**config.mk**
```make
export PLATFORM = sky130hd
export DESIGN_NAME = alu_rr_arbiter
export DESIGN_NICKNAME = d
export VERILOG_FILES = /design/src/rtl/alu_arb_pkg.sv /design/src/rtl/alu_rr_arbiter_rr_pick.sv /design/src/rtl/alu_rr_arbiter.sv
export SDC_FILE = /design/constraint.sdc
export NUM_CORES = 1
export LEC_CHECK = 0
export ABC_AREA = 0
export BUFFER_PORTS_ARGS = -buffer_cell sky130_fd_sc_hd__buf_4
export CAP_MARGIN = 20
export CORE_UTILIZATION = 50
export CTS_BUF_LIST = sky130_fd_sc_hd__clkbuf_8
export DETAILED_ROUTE_END_ITERATION = 10
export GPL_ROUTABILITY_DRIVEN = 0
export GPL_TIMING_DRIVEN = 0
export PLACE_DENSITY_LB_ADDON = 0.15
export SLEW_MARGIN = 20
export SYNTH_ARGS = -nofsm -noshare
export SYNTH_HDL_FRONTEND = slang
export SYNTH_SLANG_ARGS = --single-unit
```
**constraint.sdc**
```tcl
create_clock -name clk -period 3.25 [get_ports clk]
set_input_delay 0.325 -clock clk [delete_from_list [all_inputs] [get_ports clk]]
set_output_delay 0.325 -clock clk [all_outputs]
set_load 0.02 [all_outputs]
```
**src/rtl/alu_arb_pkg.sv**
```systemverilog
// Shared types and constants for the round-robin ALU arbiter.
package alu_arb_pkg;

  localparam int OPERAND_W = 4;

  typedef enum logic [1:0] {
    OP_OR   = 2'd0,
    OP_AND  = 2'd1,
    OP_XOR  = 2'd2,
    OP_ONES = 2'd3
  } alu_op_e;

  typedef enum logic [1:0] {
    IDLE,
    ISSUE,
    CAPTURE,
    RESP
  } arb_state_e;

endpackage

```
**src/rtl/alu_rr_arbiter_rr_pick.sv**
```systemverilog
// Combinational round-robin picker: first set request strictly after
// last_grant, wrapping from NUM_REQ-1 back to 0.
module rr_pick
  import alu_arb_pkg::*;
#(
  parameter  int NUM_REQ = 4,
  localparam int IDX_W   = $clog2(NUM_REQ)
) (
  input  logic [NUM_REQ-1:0] req,
  input  logic [IDX_W-1:0]   last_grant,
  output logic               found,
  output logic [IDX_W-1:0]   winner
);

  logic [IDX_W-1:0] cand;

  // Walk from the farthest candidate down to the nearest so the nearest
  // requester after last_grant is the one left standing.
  always_comb begin
    // NOTE: every output gets a default first so no path can infer a latch.
    found  = 1'b0;
    winner = '0;
    cand   = '0;
    for (int i = NUM_REQ; i >= 1; i--) begin
      cand = IDX_W'((int'(last_grant) + i) % NUM_REQ);
      if (req[cand]) begin
        found  = 1'b1;
        winner = cand;
      end
    end
  end

endmodule

```
**src/rtl/alu_rr_arbiter.sv**
```systemverilog
// Round-robin arbiter sharing one 4-bit ALU between NUM_REQ requesters.
// Define ALU_ARB_PERF_EN to add the busy_cnt / grant_cnt performance counters.
module alu_rr_arbiter
  import alu_arb_pkg::*;
#(
  parameter int NUM_REQ = 4
) (
  input  logic                     clk,
  input  logic                     resetn,
  input  logic [NUM_REQ-1:0]       req_valid,
  output logic [NUM_REQ-1:0]       req_ready,
  input  logic [NUM_REQ*4-1:0]     req_operandA,
  input  logic [NUM_REQ*4-1:0]     req_operandB,
  input  logic [NUM_REQ*2-1:0]     req_op,
  output logic [NUM_REQ-1:0]       rsp_valid,
  input  logic [NUM_REQ-1:0]       rsp_ready,
  output logic [3:0]               rsp_result,
  output logic [3:0]               alu_operandA,
  output logic [3:0]               alu_operandB,
  output logic [1:0]               alu_op,
  input  logic                     alu_done,
  input  logic [3:0]               alu_result,
  output logic                     proto_err
`ifdef ALU_ARB_PERF_EN
  ,
  output logic [15:0]              busy_cnt,
  output logic [NUM_REQ*16-1:0]    grant_cnt
`endif
);

  localparam int IDX_W = $clog2(NUM_REQ);

  arb_state_e           state_q, state_d;
  logic [IDX_W-1:0]     grant_q, grant_d;
  logic [IDX_W-1:0]     last_grant_q, last_grant_d;
  logic [OPERAND_W-1:0] alu_a_q, alu_a_d;
  logic [OPERAND_W-1:0] alu_b_q, alu_b_d;
  alu_op_e              alu_op_q, alu_op_d;
  logic [OPERAND_W-1:0] rsp_result_q, rsp_result_d;
  logic [NUM_REQ-1:0]   rsp_valid_q, rsp_valid_d;
  logic                 proto_err_q, proto_err_d;

  logic                 pick_found;
  logic [IDX_W-1:0]     pick_idx;
  logic                 accept;

  rr_pick #(.NUM_REQ(NUM_REQ)) u_pick (
    .req        (req_valid),
    .last_grant (last_grant_q),
    .found      (pick_found),
    .winner     (pick_idx)
  );

  // Acceptance is purely combinational in IDLE and suppressed while in reset.
  assign accept = resetn && (state_q == IDLE) && pick_found;

  always_comb begin
    req_ready = '0;
    if (accept) req_ready[pick_idx] = 1'b1;
  end

  always_comb begin
    state_d      = state_q;
    grant_d      = grant_q;
    last_grant_d = last_grant_q;
    alu_a_d      = alu_a_q;
    alu_b_d      = alu_b_q;
    alu_op_d     = alu_op_q;
    rsp_result_d = rsp_result_q;
    rsp_valid_d  = rsp_valid_q;
    proto_err_d  = proto_err_q;
    unique case (state_q)
      IDLE: begin
        if (accept) begin
          grant_d  = pick_idx;
          alu_a_d  = req_operandA[int'(pick_idx)*OPERAND_W +: OPERAND_W];
          alu_b_d  = req_operandB[int'(pick_idx)*OPERAND_W +: OPERAND_W];
          alu_op_d = alu_op_e'(req_op[int'(pick_idx)*2 +: 2]);
          state_d  = ISSUE;
        end
      end
      ISSUE: state_d = CAPTURE;
      CAPTURE: begin
        rsp_result_d          = alu_result;
        if (!alu_done) proto_err_d = 1'b1;
        rsp_valid_d           = '0;
        rsp_valid_d[grant_q]  = 1'b1;
        state_d               = RESP;
      end
      RESP: begin
        // Only the owning requester's ready can complete the response.
        if (rsp_ready[grant_q]) begin
          rsp_valid_d  = '0;
          last_grant_d = grant_q;
          state_d      = IDLE;
        end
      end
      default: state_d = IDLE;
    endcase
  end

  always_ff @(posedge clk) begin
    // NOTE: non-blocking assignments keep every flop updating from pre-edge values.
    if (!resetn) begin
      state_q      <= IDLE;
      grant_q      <= '0;
      last_grant_q <= IDX_W'(NUM_REQ - 1);
      alu_a_q      <= '0;
      alu_b_q      <= '0;
      alu_op_q     <= OP_OR;
      rsp_result_q <= '0;
      rsp_valid_q  <= '0;
      proto_err_q  <= 1'b0;
    end else begin
      state_q      <= state_d;
      grant_q      <= grant_d;
      last_grant_q <= last_grant_d;
      alu_a_q      <= alu_a_d;
      alu_b_q      <= alu_b_d;
      alu_op_q     <= alu_op_d;
      rsp_result_q <= rsp_result_d;
      rsp_valid_q  <= rsp_valid_d;
      proto_err_q  <= proto_err_d;
    end
  end

  assign alu_operandA = alu_a_q;
  assign alu_operandB = alu_b_q;
  assign alu_op       = alu_op_q;
  assign rsp_result   = rsp_result_q;
  assign rsp_valid    = rsp_valid_q;
  assign proto_err    = proto_err_q;

`ifdef ALU_ARB_PERF_EN
  logic [15:0]           busy_cnt_q, busy_cnt_d;
  logic [NUM_REQ*16-1:0] grant_cnt_q, grant_cnt_d;

  always_comb begin
    busy_cnt_d  = busy_cnt_q;
    grant_cnt_d = grant_cnt_q;
    if (state_q != IDLE && busy_cnt_q != 16'hFFFF) busy_cnt_d = busy_cnt_q + 16'd1;
    if (accept && grant_cnt_q[int'(pick_idx)*16 +: 16] != 16'hFFFF)
      grant_cnt_d[int'(pick_idx)*16 +: 16] = grant_cnt_q[int'(pick_idx)*16 +: 16] + 16'd1;
  end

  always_ff @(posedge clk) begin
    if (!resetn) begin
      busy_cnt_q  <= '0;
      grant_cnt_q <= '0;
    end else begin
      busy_cnt_q  <= busy_cnt_d;
      grant_cnt_q <= grant_cnt_d;
    end
  end

  assign busy_cnt  = busy_cnt_q;
  assign grant_cnt = grant_cnt_q;
`endif

endmodule

```
### Yosys cells after proc, flatten, opt, wreduce, memory -nomap -nowiden

Index checks and enable logic that the tools add are counted.

* register bits: 25
* input bits: 55
* output and inout port bits: 23
* logic and storage cells: 69

* add/sub/neg operators: 4
* magnitude comparators: 8
* eq/ne operators: 5
* shift operators: 3
* muxes and demuxes: 28
* bitwise gates (word level): 1
* reductions and logical operators: 11

Operators with widths (count)
* $shiftx 16x5->4: 2
* $lt 2x3->1 const B: 6
* $mux 2: 6
* $mux 1: 11
* $bmux 1 s2: 5
* $reduce_and 2->1: 5
* $mux 4: 2
* $pmux 2 s4: 1
* $pmux 4 s2: 1
* $shiftx 8x4->2: 1
* $add 2x1->2 const B: 2
* $add 2x2->2 const B: 2
* $demux 1 s2: 2
* $eq 2x2->1 const B: 2
* $ge 2x1->1 const B: 2
* $logic_and 1x1->1: 4
* $ne 2x2->1 const B: 2
* $eq 2x1->1 const B: 1
* $logic_not 2->1: 1
* $reduce_bool 2->1: 1
* $not 1->1: 1

### Depth between registers and ports, before layout

Gate-level depths: netlist of run 1.

* word-level depth: 12
* depth in mapped cells: 8
* mapped depth without buffers: 6

### Cells and area by module

A second synthesis of run 1 with hierarchy kept.

* cell total of the unflattened synthesis: 153
* area, all modules: 1461.4 um^2

Modules (own cells, without submodules)
* alu_rr_arbiter: times used 1, cells an instance 139, area each 1370.1 um^2, sequential area each 500.5 um^2
* rr_pick: times used 1, cells an instance 14, area each 91.3 um^2, sequential area each 0.0 um^2

### Least setup slack after synthesis of run 1

Ideal clock, no wire load.

* path kind: register -> output
* start point: register last_grant_q[1]
* end point: output req_ready[0]
* data arrival time: 1.402 ns
* required time: 2.925 ns
* path slack: 1.523 ns
* stages on the path, launching flop included: 9
* path buffers: 3
* cells stage by stage: dfxtp_1 > buf_4 > nand2_1 > a21oi_1 > o221a_1 > buf_6 > buf_8 > inv_1 > nor2_1

* longest elaborated chain between the ends: 12
* elaborated cells on any way between the ends: 27
* those cells by class: add/sub: 4; order compare: 2; mux: 19; reduce/logical: 2

RTL lines
* from (decl): RTL line alu_rr_arbiter.sv:35 `logic [IDX_W-1:0] last_grant_q, last_grant_d;`
* from (signal assigned): RTL line alu_rr_arbiter.sv:107 `last_grant_q <= IDX_W'(NUM_REQ - 1);`
* from (signal assigned): RTL line alu_rr_arbiter.sv:117 `last_grant_q <= last_grant_d;`
* $add 2x1->2: RTL line alu_rr_arbiter_rr_pick.sv:25 `cand = IDX_W'((int'(last_grant) + i) % NUM_REQ);`
* $bmux 1 s2: RTL line alu_rr_arbiter_rr_pick.sv:26 `if (req[cand]) begin`
* $mux 1 (not written as such): RTL line alu_rr_arbiter_rr_pick.sv:26
* $mux 2 (4 in series): RTL line alu_rr_arbiter_rr_pick.sv:26
* $lt 2x3->1 (not written as such) / $ge 2x1->1 (equally long branches): RTL line alu_rr_arbiter.sv:59 `if (accept) req_ready[pick_idx] = 1'b1;`
* $logic_and 1x1->1 (not written as such): RTL line alu_rr_arbiter.sv:59
* $mux 1 (not written as such): RTL line alu_rr_arbiter.sv:59
* $demux 1 s2: RTL line alu_rr_arbiter.sv:59
* $mux 4 (*): RTL line alu_rr_arbiter.sv:59
* to (decl): RTL line alu_rr_arbiter.sv:11 `output logic [NUM_REQ-1:0] req_ready,`

Mark *: on every way between the ends. The rest lies on a longest branch, timed or not. The select of a mux whose other input is x is not followed.

### Worst setup path after layout of run 1

* start point: register last_grant_q[1]
* end point: output req_ready[1]

Same word-level chain as after synthesis.

==> reports/metrics.yaml, run 1 <==
cells_and_area:
  seqCellArea_sq_um: 500.5
  fillers: 186
  fin_cells: 257
  area_growth_pct: 44.87
  num-nets-final: 286
  multi_input_area_sq_um: 867.1
  antenna_cells: 0
  drive_gt1_share_pct: 45.58
detailed_routing:
  via_count: 1374
  avgRoutedWirePerCell_microns: 14.46
  first_iter_violations: 39
  firstDrtPassIters: 4
  post-route-drc-count: 0
  ant_nets: 0
  wl_mm: 3.717
  via_per_inst: 5.346
synth:
  mappedNetlistArea_sq_um: 1475
  synthArstFlopShare_pct: 0
  ys_ff_latch: 25
  ys_warn_count: 0
  seq_area_frac_synth_pct: 33.93
  ys.flop_type: "dfxtp_1"
  yosysUniqueCellTypes: 36
  syn_inst: 145
  synth_nets: 204
  synth_edf_count: 0
  syn_avg_cell_area_sq_um: 10.17
floorplan:
  die_area_sq_um: 3171
  row_count: 19
  die-height_microns: 56.32
  die_width_microns: 56.32
  initial_core_util_pct: 53.04
  core_area_sq_um: 2781
  ioPinCount: 78
worst_hold_path:
  whs_path_depth: 3
  holdCritPathClass: "primary input to flop"
  hold_start: "alu_result[3]"
  min_to: "rsp_result[3]"
worst_setup_path:
  cp.required_ns: 2.92
  crit_chain: "buf_4, a21oi_1, a31oi_1, a21oi_1, nand2b_4, buf_12, nor2_1, buf_4"
  cp.arrival_ns: 1.74
  path_buf_inv: 3
  reg2reg_from: "state_q[0]"
  cp_top_family: "compound AO/OA/AOI/OAI gates"
  slowest_delay_ns: 0.30
  cp_slowest_cell: "dfxtp_1"
  r2r-end: "rsp_valid[2]"
  cp-start-kind: "flop"
  critPathMaxFanout: 10
  path_class: "flop to output port"
  ff2ff_path_depth: 7
  r2r_setup_slack_ns: 1.49
  endpoint_kind: "output port"
timing:
  tightest_slew_ns: 0.4734
  skew_ns: 0.001825
  setup_violations: 0
  hold_viol: 0
  slew_viol_final: 0
  tns_ns: 0
  rsz0062_at_grt: "false"
  finalCritPeriodShare_pct: 63.64
  max_freq_mhz: 483.5
  relSlewSlack_pct: 68.26
  fin_crit_ns: 2.068
  worst_slack_ns: 1.182
placed_design:
  io_buffers: 77
  dp_worst_setup_slack_ns: 1.239
  placed_cells: 253
  hpwlAfterDp_mm: 2.838
clock_tree:
  cts_buffers: 3
  clk_pin_slew_ns: 0.09
  clkLatencyLatePin_ns: 0.27
  ctsResizeCount: 0
  cts.sinks: 25
  htreeDepth: 1
  postCtsSetupRepairBufs: 0
  root_buffer: "clkbuf_8"
  postCtsHoldBufs: 0
  cts_tree: "built"
  clock_path_buffers: 2
power_and_ir_drop:
  peakVddDrop_v: 0.0005610
  power_density_nw_per_um2: 590.4
  p_leak_nw: 1.060
  p_total_w: 0.001262
grt:
  grt_pass1_vias: 1436
  antenna_found_initial: 0
  grt-ovfl-total: 0
  grt_pass1_wl_mm: 6.016
  grt_usage_pct: 24.61
  grt_max_degree: 14
run:
  max_cap_viol_count: 0
outcome:
  status: "complete, no violations"
-- cell usage in the layout (no fill, tap or decap), drive strengths merged, types with 2 or more instances in the layout --
cell type and n:
ha 4, inv 5, dfxtp 25, o211a 2
nand2b 3, nand2 21, clkbuf 5, nand3 4
buf 83, mux2i 26, nor2 7, nor2b 11
a21boi 2, a21oi 6, o221ai 10
-- through the flow --
stage	hold slack [ns]	area [sq um]	util (%)
global route	0.3219	2137	76.83
CTS	0.3143	2137	76.83
detailed placement	0.4521	2092	75.21
finish	0.3113	2137	76.83
floorplan	0.4532	1475	-
global placement	0.4438	2092	75.21
-- sequential cells by signal, indices dropped and copies added, names as in the netlist --
| name | flops |
|---|---|
| last_grant_q | 2 |
| grant_q | 2 |
| rsp_result | 4 |
| alu_operandA | 4 |
| proto_err | 1 |
| state_q | 2 |
| alu_op | 2 |
| rsp_valid | 4 |
| alu_operandB | 4 |
-- cells in the mapped netlist (all sizes together) (2+ instances only) --
cell,instances,area share (%)
ha,4,3.4
nor2,7,1.8
o221ai,10,9.3
nand2,21,5.9
a21oi,6,2.3
nand2b,3,1.8
mux2i,26,18
clkbuf,2,0.51
a21boi,2,1.3
buf,6,5.8
o211a,2,1.4
nand3,4,1.4
nor2b,11,5.2
inv,4,1.0
dfxtp,25,34
-- kinds of logic (layout without fill, tap and decap cells) --
group | count (synthesis) | in the layout | synth area share [%]
AO/OA/AOI/OAI | 25 | 25 | 16.79
adder cells (fa/ha/maj) | 4 | 4 | 3.393
buffers and inverters | 12 | 93 | 7.294
flip-flops | 25 | 25 | 33.93
multiplexers | 27 | 27 | 19.17
AND/OR/NAND/NOR | 52 | 52 | 19.42
-- how the worst max path moves through the flow --
stage,from,to,slack (ns),cells past startpoint
finish,last_grant_q[1],req_ready[1],1.18,8
global route,last_grant_q[1],req_ready[0],1.03,8
CTS,last_grant_q[1],req_ready[2],1.17,8
detailed placement,req_valid[2],req_ready[2],1.24,7
global placement,req_valid[2],req_ready[3],1.25,7
floorplan,last_grant_q[1],req_ready[0],1.52,8
-- worst min-delay path: stages --
cell	delay, ns
buf_4	0.08
mux2i_1	0.06
nor2b_1	0.09
-- final cells by class --
type | count | share of cell area, %
Multi-Input combinational cell | 108 | 40.57
Inverter | 4 | 0.7026
Sequential cell | 25 | 23.42
Clock inverter | 1 | 0.1756
Clock buffer | 3 | 1.932
Buffer | 8 | 4.333
Timing Repair Buffer | 77 | 27.05
Tap cell | 31 | 1.815
-- power breakdown --
part | leakage [nW] | switching [W] | internal [W]
Clock | 0.0269 | 0.0000997 | 0.0000847
Combinational | 0.828 | 0.000325 | 0.000313
Sequential | 0.205 | 0.0000549 | 0.000384
-- layer usage --
metal  global-route usage [%]  share of wire [%]  vias to the layer above
li1                         -                  -                      680
met5                        0                  0                        -
met4                    13.94                2.6                        0
met3                    4.608                5.8                        8
met1                    26.20                 38                      634
met2                    45.07                 54                       52
Note: power is estimated with default switching activity, not from simulation.
==> run 2, diff against run 1 <==
CORE_UTILIZATION = 42   (was 50)
clock period = 1.7 ns   (was 3.25 ns; I/O delays follow)
==> reports/metrics.yaml, run 2 (synthesis results as in run 1) <==
clock_tree:
  root_buffer: "clkbuf_8"
  cts_tree: "built"
  clk_pin_slew_ns: 0.09
  clkLatencyLatePin_ns: 0.27
  cts.sinks: 25
  clock_path_buffers: 2
  cts_buffers: 3
  postCtsHoldBufs: 0
  htreeDepth: 1
power_and_ir_drop:
  peakVddDrop_v: 0.0008300
  power_density_nw_per_um2: 1118
  p_leak_nw: 1.119
cells_and_area:
  final_common_cell: "buf_4"
  num-nets-final: 301
  antenna_cells: 0
  area_growth_pct: 61.15
  fin_cells: 287
  drive_gt1_share_pct: 58.09
  fillers: 268
  mostFrequentLayoutCells: "buf_4, mux2i_1, dfxtp_1, nand2_1, nor2b_1"
grt:
  grt_usage_pct: 18.53
  grt_pass1_vias: 1301
  grt-ovfl-total: 0
  grt_pass1_wl_mm: 5.264
  grt_max_degree: 16
  antenna_found_initial: 0
floorplan:
  die_area_sq_um: 3753
  ioPinCount: 78
  die_width_microns: 61.27
  core_area_sq_um: 3363
  row_count: 21
  die-height_microns: 61.27
  initial_core_util_pct: 43.86
detailed_routing:
  ant_nets: 0
  via_per_inst: 5.052
  avgRoutedWirePerCell_microns: 12.85
  wl_mm: 3.687
  first_iter_violations: 26
  firstDrtPassIters: 4
  via_count: 1450
  post-route-drc-count: 0
placed_design:
  placed_cells: 268
  hpwlAfterDp_mm: 2.680
  io_buffers: 77
timing:
  tightest_slew_ns: 0.4922
  tns_ns: 0
  max_freq_mhz: 597.8
  skew_ns: 0.003153
  fin_crit_ns: 1.673
  setup_violations: 0
  relSlewSlack_pct: 66.99
  rsz0062_at_grt: "true"
  hold_viol: 0
  finalCritPeriodShare_pct: 98.40
  slew_viol_final: 0
worst_hold_path:
  holdCritPathClass: "primary input to flop"
  hold_start: "alu_result[3]"
  min_to: "rsp_result[3]"
  whs_path_depth: 3
run:
  max_cap_viol_count: 0
worst_setup_path:
  r2r_setup_slack_ns: 0.07
  endpoint_kind: "output port"
  cp-start-kind: "flop"
  ff2ff_path_depth: 6
  reg2reg_from: "last_grant_q[1]"
  r2r-end: "alu_operandB[1]"
  cp.required_ns: 1.53
  critPathMaxFanout: 7
  cp.arrival_ns: 1.50
  path_class: "flop to output port"
outcome:
  status: "complete, no violations"
[run 2: changes by cell type in the layout (fill, tap and decap cells not counted), sizes merged]
cell      change
buf          +16
inv           -1
clkbuf        -1
clkinvlp      +1
[run 2: routing by layer]
metal  track usage, %  up-vias  share of wire [%]
met2            36.65       45                 56
met3            2.731        6                5.1
met5                0        -                  0
met4            6.169        0                1.1
li1                 -      713                  -
met1            19.77      686                 38
[run 2: worst max path at each step]
stage / start / endpoint / cells after the start
final: last_grant_q[1] / req_ready[0] / 6
after global routing: last_grant_q[1] / req_ready[0] / 7
after CTS: last_grant_q[1] / req_ready[2] / 8
after detailed placement: state_q[0] / rsp_valid[2] / 7
after global placement: req_valid[2] / req_ready[2] / 7
after floorplan: last_grant_q[1] / req_ready[0] / 8
[run 2: repair_timing]
action	in CTS	in global routing
setup buffers	12	7
gates resized for setup	13	21
hold endpoints to repair	0	0
setup endpoints to repair	6	20
pin swaps	8	6
[run 2: final cells by class]
type | count | area, sq um | area share, %
flip-flops and latches | 25 | 508.0 | 21.37
multi-input cells | 108 | 945.9 | 39.79
inverters | 4 | 22.52 | 0.9474
plain buffers | 4 | 58.81 | 2.474
well taps | 46 | 57.56 | 2.421
clock inverters | 1 | 7.507 | 0.3158
clock buffers | 3 | 41.29 | 1.737
repair buffers | 96 | 735.7 | 30.95
[run 2: power breakdown]
group / switching, W / internal, W
registers: 0.000106 / 0.000741
logic: 0.000687 / 0.000763
clock network: 0.000196 / 0.000166
total: 0.000989 / 0.00167
[run 2: critical path: stages, from the launching register on]
cell     delay (ns)
dfxtp_4        0.40
mux2i_1        0.18
o221a_1        0.27
buf_8          0.15
inv_6          0.04
nor2_4         0.07
buf_6          0.12
[run 2: through the flow]
| step | setup WS, ns | hold WS [ns] | instance area [sq um] | utilization (%) | power [W] |
|---|---|---|---|---|---|
| floorplan | 0.1281 | 0.2982 | 1475 | - | 0.001647 |
| global placement | 0.005679 | 0.4317 | 2111 | 62.76 | 0.002029 |
| detailed placement | -0.02833 | 0.4385 | 2111 | 62.76 | 0.002069 |
| CTS | -0.004838 | 0.1585 | 2271 | 67.52 | 0.002590 |
| global route | -0.04728 | 0.1696 | 2377 | 70.68 | 0.002822 |
| finish | 0.02712 | 0.1584 | 2377 | 70.68 | 0.002659 |
